### config.mk
export PLATFORM = sky130hd
export DESIGN_NAME = mem_arbiter
export DESIGN_NICKNAME = d
export VERILOG_FILES = /design/src/rtl/mem_arbiter_pkg.sv /design/src/rtl/mem_arbiter_request_latch.sv /design/src/rtl/mem_arbiter.sv
export SDC_FILE = /design/constraint.sdc
export NUM_CORES = 1
export LEC_CHECK = 0
export ABC_AREA = 0
export CAP_MARGIN = 5
export CORE_MARGIN = 2
export CORE_UTILIZATION = 48
export DETAILED_ROUTE_END_ITERATION = 7
export GPL_TIMING_DRIVEN = 0
export HOLD_SLACK_MARGIN = 0.02
export PLACE_DENSITY = 0.92
export SYNTH_ARGS = -nofsm -noshare
export SYNTH_HDL_FRONTEND = slang
export SYNTH_HIERARCHICAL = 1
export SYNTH_SLANG_ARGS = --single-unit
export TNS_END_PERCENT = 1
### constraint.sdc
create_clock -name clk -period 2.55 [get_ports clk]
set_input_delay 0.51 -clock clk [delete_from_list [all_inputs] [get_ports clk]]
set_output_delay 0.51 -clock clk [all_outputs]
set_load 0.05 [all_outputs]
### src/rtl/mem_arbiter_pkg.sv
// Shared types for the imem/dmem bus arbiter.
package mem_arbiter_pkg;

    // Arbiter FSM: idle, or serving one of the two ports on the bus.
    typedef enum logic [1:0] {
        ARB_IDLE = 2'd0,
        ARB_IMEM = 2'd1,
        ARB_DMEM = 2'd2
    } arb_state_t;

    // Width code used for every instruction fetch.
    localparam logic [2:0] MODE_WORD = 3'b010;

    // One captured bus transaction.
    typedef struct packed {
        logic [31:0] address;
        logic [31:0] data;
        logic [2:0]  mode;
        logic        write;
    } bus_req_t;

endpackage

### src/rtl/mem_arbiter_request_latch.sv
// Per-port pending-request register: captures one transaction on accept and
// holds it until the bus reports completion. A request seen while already
// pending is dropped and recorded in a sticky overrun flag.
module arb_request_latch
    import mem_arbiter_pkg::*;
(
    input  logic     clk,
    input  logic     reset,
    input  logic     request,
    input  logic     accept,
    input  logic     complete,
    input  bus_req_t req_in,
    output logic     pending,
    output bus_req_t req_q,
    output logic     overrun
);

    // Capture on accept, clear on completion, latch overrun until reset.
    always_ff @(posedge clk or posedge reset) begin
        if (reset) begin
            pending <= 1'b0;
            req_q   <= '0;
            overrun <= 1'b0;
        end else begin
            if (accept) begin
                pending <= 1'b1;
                req_q   <= req_in;
            end else if (complete) begin
                pending <= 1'b0;
            end
            if (request && pending) begin
                overrun <= 1'b1;
            end
        end
    end

endmodule

### src/rtl/mem_arbiter.sv
// Shares one single-port memory bus between the core's fetch (imem) and data
// (dmem) ports. Each port's request is held in a pending latch; the FSM puts
// one pending request at a time onto the bus with fixed priority.
//
// Bus handshake: bus_request is the valid. While it is high the address,
// write flag, data and mode are stable. The transaction completes on the
// rising edge where bus_ready is high, and bus_read_data is sampled on that
// same edge. bus_ready while bus_request is low is ignored. An asynchronous
// reset may drop bus_request mid-transaction; the memory side abandons it.
module mem_arbiter
    import mem_arbiter_pkg::*;
#(
    parameter bit DMEM_PRIORITY = 1'b1
) (
    input  logic        clk,
    input  logic        reset,
    input  logic [31:0] imem_address,
    input  logic        imem_enable,
    output logic [31:0] imem_data,
    output logic        imem_wait,
    input  logic [31:0] dmem_address,
    input  logic        dmem_enable,
    input  logic [31:0] dmem_write_data,
    input  logic        dmem_write_enable,
    input  logic [2:0]  dmem_write_mode,
    input  logic        dmem_read_enable,
    input  logic [2:0]  dmem_read_mode,
    output logic [31:0] dmem_read_data,
    output logic        dmem_wait,
    output logic        bus_request,
    output logic [31:0] bus_address,
    output logic        bus_write,
    output logic [31:0] bus_write_data,
    output logic [2:0]  bus_mode,
    input  logic        bus_ready,
    input  logic [31:0] bus_read_data,
    output logic        overrun,
    output arb_state_t  state_dbg
);

    arb_state_t state, state_next;

    logic     i_req, i_acc, i_pend, i_done, i_ovr;
    logic     d_req, d_acc, d_pend, d_done, d_ovr;
    bus_req_t i_in, d_in, i_q, d_q, served;

    // Request qualification; a write wins when both enables are set.
    assign i_req = imem_enable;
    assign d_req = dmem_enable && (dmem_read_enable || dmem_write_enable);
    assign i_acc = i_req && !i_pend;
    assign d_acc = d_req && !d_pend;

    assign i_in = '{address: imem_address, data: 32'h0, mode: MODE_WORD, write: 1'b0};
    assign d_in = '{address: dmem_address,
                    data:    dmem_write_enable ? dmem_write_data : 32'h0,
                    mode:    dmem_write_enable ? dmem_write_mode : dmem_read_mode,
                    write:   dmem_write_enable};

    assign i_done = (state == ARB_IMEM) && bus_ready;
    assign d_done = (state == ARB_DMEM) && bus_ready;

    arb_request_latch u_imem_latch (
        .clk      (clk),
        .reset    (reset),
        .request  (i_req),
        .accept   (i_acc),
        .complete (i_done),
        .req_in   (i_in),
        .pending  (i_pend),
        .req_q    (i_q),
        .overrun  (i_ovr)
    );

    arb_request_latch u_dmem_latch (
        .clk      (clk),
        .reset    (reset),
        .request  (d_req),
        .accept   (d_acc),
        .complete (d_done),
        .req_in   (d_in),
        .pending  (d_pend),
        .req_q    (d_q),
        .overrun  (d_ovr)
    );

    // FSM state register.
    always_ff @(posedge clk or posedge reset) begin
        if (reset) begin
            state <= ARB_IDLE;
        end else begin
            state <= state_next;
        end
    end

    // Next state: start on a pending or newly accepted request, and hand the
    // bus straight to the other port on completion when it has work.
    always_comb begin
        state_next = state;
        case (state)
            ARB_IDLE: begin
                if (DMEM_PRIORITY) begin
                    if (d_pend || d_acc)      state_next = ARB_DMEM;
                    else if (i_pend || i_acc) state_next = ARB_IMEM;
                end else begin
                    if (i_pend || i_acc)      state_next = ARB_IMEM;
                    else if (d_pend || d_acc) state_next = ARB_DMEM;
                end
            end
            ARB_IMEM: begin
                if (bus_ready) state_next = (d_pend || d_acc) ? ARB_DMEM : ARB_IDLE;
            end
            ARB_DMEM: begin
                if (bus_ready) state_next = (i_pend || i_acc) ? ARB_IMEM : ARB_IDLE;
            end
            default: state_next = ARB_IDLE;
        endcase
    end

    // Bus outputs: the served port's captured transaction, zero when idle.
    always_comb begin
        served = '0;
        case (state)
            ARB_IMEM: served = i_q;
            ARB_DMEM: served = d_q;
            default:  served = '0;
        endcase
        bus_request    = (state != ARB_IDLE);
        bus_address    = served.address;
        bus_write      = served.write;
        bus_write_data = served.data;
        bus_mode       = served.mode;
    end

    // Return data: fetches and loads capture read data on completion.
    always_ff @(posedge clk or posedge reset) begin
        if (reset) begin
            imem_data      <= 32'h0;
            dmem_read_data <= 32'h0;
        end else begin
            if (i_done) imem_data <= bus_read_data;
            if (d_done && !d_q.write) dmem_read_data <= bus_read_data;
        end
    end

    assign imem_wait = i_pend;
    assign dmem_wait = d_pend;
    assign overrun   = i_ovr || d_ovr;
    assign state_dbg = state;

endmodule

# [Word-level counts from Yosys, hierarchy flattened]
# Cells that the tools add are included.
# Widths: inputs -> output; s select.
[classes] eq_ne=5 n_mux=14 reduce_logical=20
[op_table] op="$pmux 68 s2" count=1
[op_table] op="$mux 32" count=1
[op_table] op="$mux 2" count=5
[op_table] op="$logic_and 1x1->1" count=8
[op_table] op="$pmux 2 s3" count=1
[op_table] op="$reduce_bool 2->1" count=3
[op_table] op="$mux 1" count=5
[op_table] op="$logic_or 1x1->1" count=4
[op_table] op="$ne 2x2->1 const B" count=2
[op_table] op="$logic_not 1->1" count=3
[op_table] op="$mux 3" count=1
[op_table] op="$ne 3x3->1 const B" count=1
[op_table] op="$reduce_and 3->1" count=1
[op_table] op="$eq 2x1->1 const B" count=1
[op_table] op="$eq 2x2->1 const B" count=1
[op_table] op="$logic_not 2->1" count=1
[totals] reg_bits=171 input_bits=141 elab_cells=52

# [Logic depth before layout (Yosys ltp)]
[depth] ltp_word=7 depth_mapped=8

# [Hierarchy]
# Netlist, hierarchy kept.
[by_module_without_submodules] module="arb_request_latch" n_inst=2 cells_per_inst=150 area_each_um2=2632.5
[by_module_without_submodules] module="mem_arbiter" n_inst=1 cells_per_inst=364 area_each_um2=4012.6

# [Worst setup path before layout]
# OpenSTA, ideal clock, no wires.
[synth_timing] path_kind="register to output" start="register state[0] (netlist: state_dbg[0])" end="output port bus_address[10]" arrival_ns=2.320 required_time_ns=2.040 slack_ns=-0.280 path_stages_with_launch=6 cell_sequence="dfrtp_1 inv_1 ha_1 clkbuf_1 clkbuf_1 nor2b_1"
[synth_via] elab_chain_cells=2 word_cells_on_any_way=3
[synth_lines] element="start: declaration" line_no="mem_arbiter.sv:41" rtl="arb_state_t state, state_next;"
[synth_lines] element="start signal: assignment" line_no="mem_arbiter.sv:91" rtl="state <= state_next;"
[synth_lines] element="$eq 2x2->1 / $eq 2x1->1 (equally long branches)" line_no="mem_arbiter.sv:122" rtl="case (state)"
[synth_lines] element="$pmux 68 s2 (*)" line_no="mem_arbiter.sv:122"
[synth_lines] element="end: declaration" line_no="mem_arbiter.sv:31" rtl="output logic [31:0] bus_address,"
# Mark *: on every way between the ends. The rest lies on a longest branch, timed or not.

# [Worst setup path in the final report]
[layout_timing] start="register state[1] (netlist: state_dbg[1])" end="output port bus_address[16]"
# Same word-level chain as after synthesis.

==> results.json <==
{
  "coreArea_sq_um": 18800,
  "yosysWarnings": 6,
  "vias_per_cell": 5.14,
  "r2r_cells": 6,
  "max_freq_ghz": 0.396,
  "final_core_util_pct": 72.7,
  "drt_iter0_markers": 189,
  "finalSetupViolCount": 0,
  "async_reset_ff_share_pct": 100,
  "multi_input_area_sq_um": 4110,
  "vias": 6617,
  "grt_pass1_wl_microns": 39100,
  "rrSetupSlack_ns": 0.56,
  "rows": 50,
  "rsz0062_at_grt": "true",
  "yosys-top-cells-area": "dfrtp_1 56%, mux2_2 19%, mux2_4 7.8%, a22oi_1 5.5%, nor2b_1 4.7%",
  "powerDensity_nw_per_um2": 1460,
  "cp_data_arrival_time_ns": 2.02,
  "crit_path_top_delay_cell": "dfrtp_1",
  "yosysTopAreaCell": "dfrtp_1",
  "grtUsageTotal_pct": 24.6,
  "whs_ns": 0.457,
  "num-nets-final": 1159,
  "clk-insertion-delay-late_ns": 0.50,
  "ioPinCount": 279,
  "ys_ff_latch": 206,
  "hold_end": "u_dmem_latch/overrun",
  "path_depth": 7,
  "drive_above_1_share_pct": 40.8,
  "avgSynthCellArea_sq_um": 14.0,
  "end_kind": "primary output",
  "ys_seq_area_share_pct": 55.6,
  "p_total_uw": 20000,
  "start_kind": "flop",
  "yosysUniqueCellTypes": 25,
  "crit_top_cell": "buf_6",
  "finalWirelength_microns": 25400,
  "period_share_pct": 99.1,
  "initial_core_util_pct": 49.3,
  "synth_most_common_cell": "dfrtp_1",
  "fin_skew_ns": 0.00662,
  "drc": 0,
  "synth_ff_type": "dfrtp_1",
  "finalMaxSlewViolations": 0,
  "synth_top_area_share_pct": 55.6,
  "synth-edff-count": 0,
  "crit_chain": "buf_6 -> ha_4 -> buf_8 -> buf_12 -> a22oi_2 -> nor2b_4 -> buf_6",
  "leakage_uw": 0.00598,
  "h-tree-depth": 1,
  "dr.pass1.iters": 5,
  "wire_per_inst_microns": 19.7,
  "cp.buffers_inverters": 4,
  "dp_hpwl_microns": 18000,
  "synth_commonest_cells": "206 x dfrtp_1, 155 x mux2_2, 70 x nor2b_1, 68 x a22oi_1, 48 x mux2_4",
  "die_area_sq_um": 20500,
  "cts-root-buf": "clkbuf_16",
  "relSlewSlack_pct": 60.9,
  "holdPathStages": 1,
  "ff_latch_area_sq_um": 5160,
  "fin_crit_ns": 2.53,
  "tightest_slew_ns": 0.584,
  "grt_max_degree": 46,
  "path_clk_slew_ns": 0.06,
  "hold_viol": 0,
  "ir_drop_mv": 0.744,
  "n_antenna_cell": 0,
  "hold_start": "u_dmem_latch/overrun",
  "critPathRequiredTime_ns": 2.04,
  "path_class": "flop to primary output",
  "chipWidth_microns": 143,
  "syn-cell-area_sq_um": 9280,
  "io_buffers": 278,
  "cts.sinks": 206,
  "r2r-start": "state_dbg[1]",
  "grt_pass1_vias": 7187,
  "die_h_microns": 143,
  "cap_violations": 0,
  "antenna_found_initial": 0,
  "outcome": "finished clean",
  "place.gp.congestion": 0.866,
  "critical-path-top-delay-family": "buffers and inverters",
  "crit_fanout": 10,
  "synthToLayoutAreaGrowth_pct": 47.6,
  "r2r-end": "imem_data[0]",
  "cpPeakStageDelay_ns": 0.40,
  "cts_buffers": 22,
  "fill_cells": 1241,
  "cts_tree": "yes",
  "syn_inst": 664,
  "postRouteAntennaNets": 0,
  "grt_overflow_total": 0,
  "hold_class": "flop to flop",
  "clk_path_buf_depth": 3
}
[power breakdown]
group	internal, uW	total [uW]	switching (uW)
Combinational	4800	10900	6080
Clock	1910	3160	1240
Sequential	4930	5920	992
Total	11600	20000	8310
[cell families (layout without fill, tap and decap cells)]
| family | after synthesis | count (layout) | share of synthesized area, % |
|---|---|---|---|
| muxes | 203 | 203 | 26.6 |
| adders and majority gates | 4 | 4 | 0.539 |
| and+or+nand+nor | 111 | 111 | 7.38 |
| AOI/OAI and AO/OA | 78 | 78 | 6.30 |
| DFF | 206 | 206 | 55.6 |
| other | 2 | 36 | 0.0809 |
| buffers and inverters | 60 | 390 | 3.56 |
[how the worst max path moves through the flow]
stage | start | end | slack (ns)
after detailed placement | state_dbg[0] | bus_address[13] | -0.73
final | state_dbg[1] | bus_address[16] | 0.02
after floorplan | state_dbg[1] | bus_address[23] | -0.11
after global routing | state_dbg[0] | bus_write_data[11] | -0.02
after CTS | state_dbg[1] | bus_address[16] | -0.02
after global placement | reset | u_dmem_latch/req_q[44] | -1.19
[sequential cells by signal, indices dropped and copies added (netlist names)]
register and count:
dmem_read_data 32, state_dbg 2, u_imem_latch/req_q 68, u_dmem_latch/pending 1, imem_data 32, u_dmem_latch/overrun 1
u_imem_latch/pending 1, u_dmem_latch/req_q 68, u_imem_latch/overrun 1
[cell type report]
cell class	instances	share of cell area, %
Timing Repair Buffer	294	21.5
Buffer	48	2.90
Sequential cell	206	37.6
Clock inverter	5	0.365
Inverter	10	0.329
Tap cell	260	2.38
Clock buffer	33	4.91
Multi-Input combinational cell	432	30.0
[per-layer routing]
metal	vias up	part of all wire, %	global-route usage, %
met1	3324	40	30.7
met4	0	2.9	7.03
met2	231	51	43.7
li1	3015	-	-
met3	47	6.3	4.39
met5	-	0	0
[metrics by stage]
stage,instance area [sq um],cells,worst slack (ns),TNS (ns)
after floorplan,9460,698,-0.106,-5.05
after global placement,12600,1236,-1.19,-239.57
after detailed placement,12600,1239,-0.733,-37.14
after CTS,13500,1289,-0.0231,-0.0589
after global routing,13700,1288,-0.0179,-0.118
final,13700,1288,0.0232,0
[repair_timing]
item | 4_1_cts | 5_1_grt
pin swaps | 2 | 2
hold buffers | 0 | 0
cloned | 1 | 0
gates resized for setup | 485 | 62
buffers inserted | 11 | 1
endpoints found under the setup margin | 69 | 66
[cell usage in the layout (no fill, tap or decap), drive strengths merged, types with 2 or more instances in the layout]
master	Yosys	layout
ha	4	4
buf	30	117
o32ai	2	2
mux2	203	203
conb	2	36
a22oi	68	68
nor2	4	4
clkdlybuf4s50	0	209
a21o	4	4
clkbuf	20	48
dfrtp	206	206
or2	2	2
nor2b	70	70
clkinv	0	4
inv	10	10
and2	33	33
No activity file was read; power rests on OpenSTA's default activity.
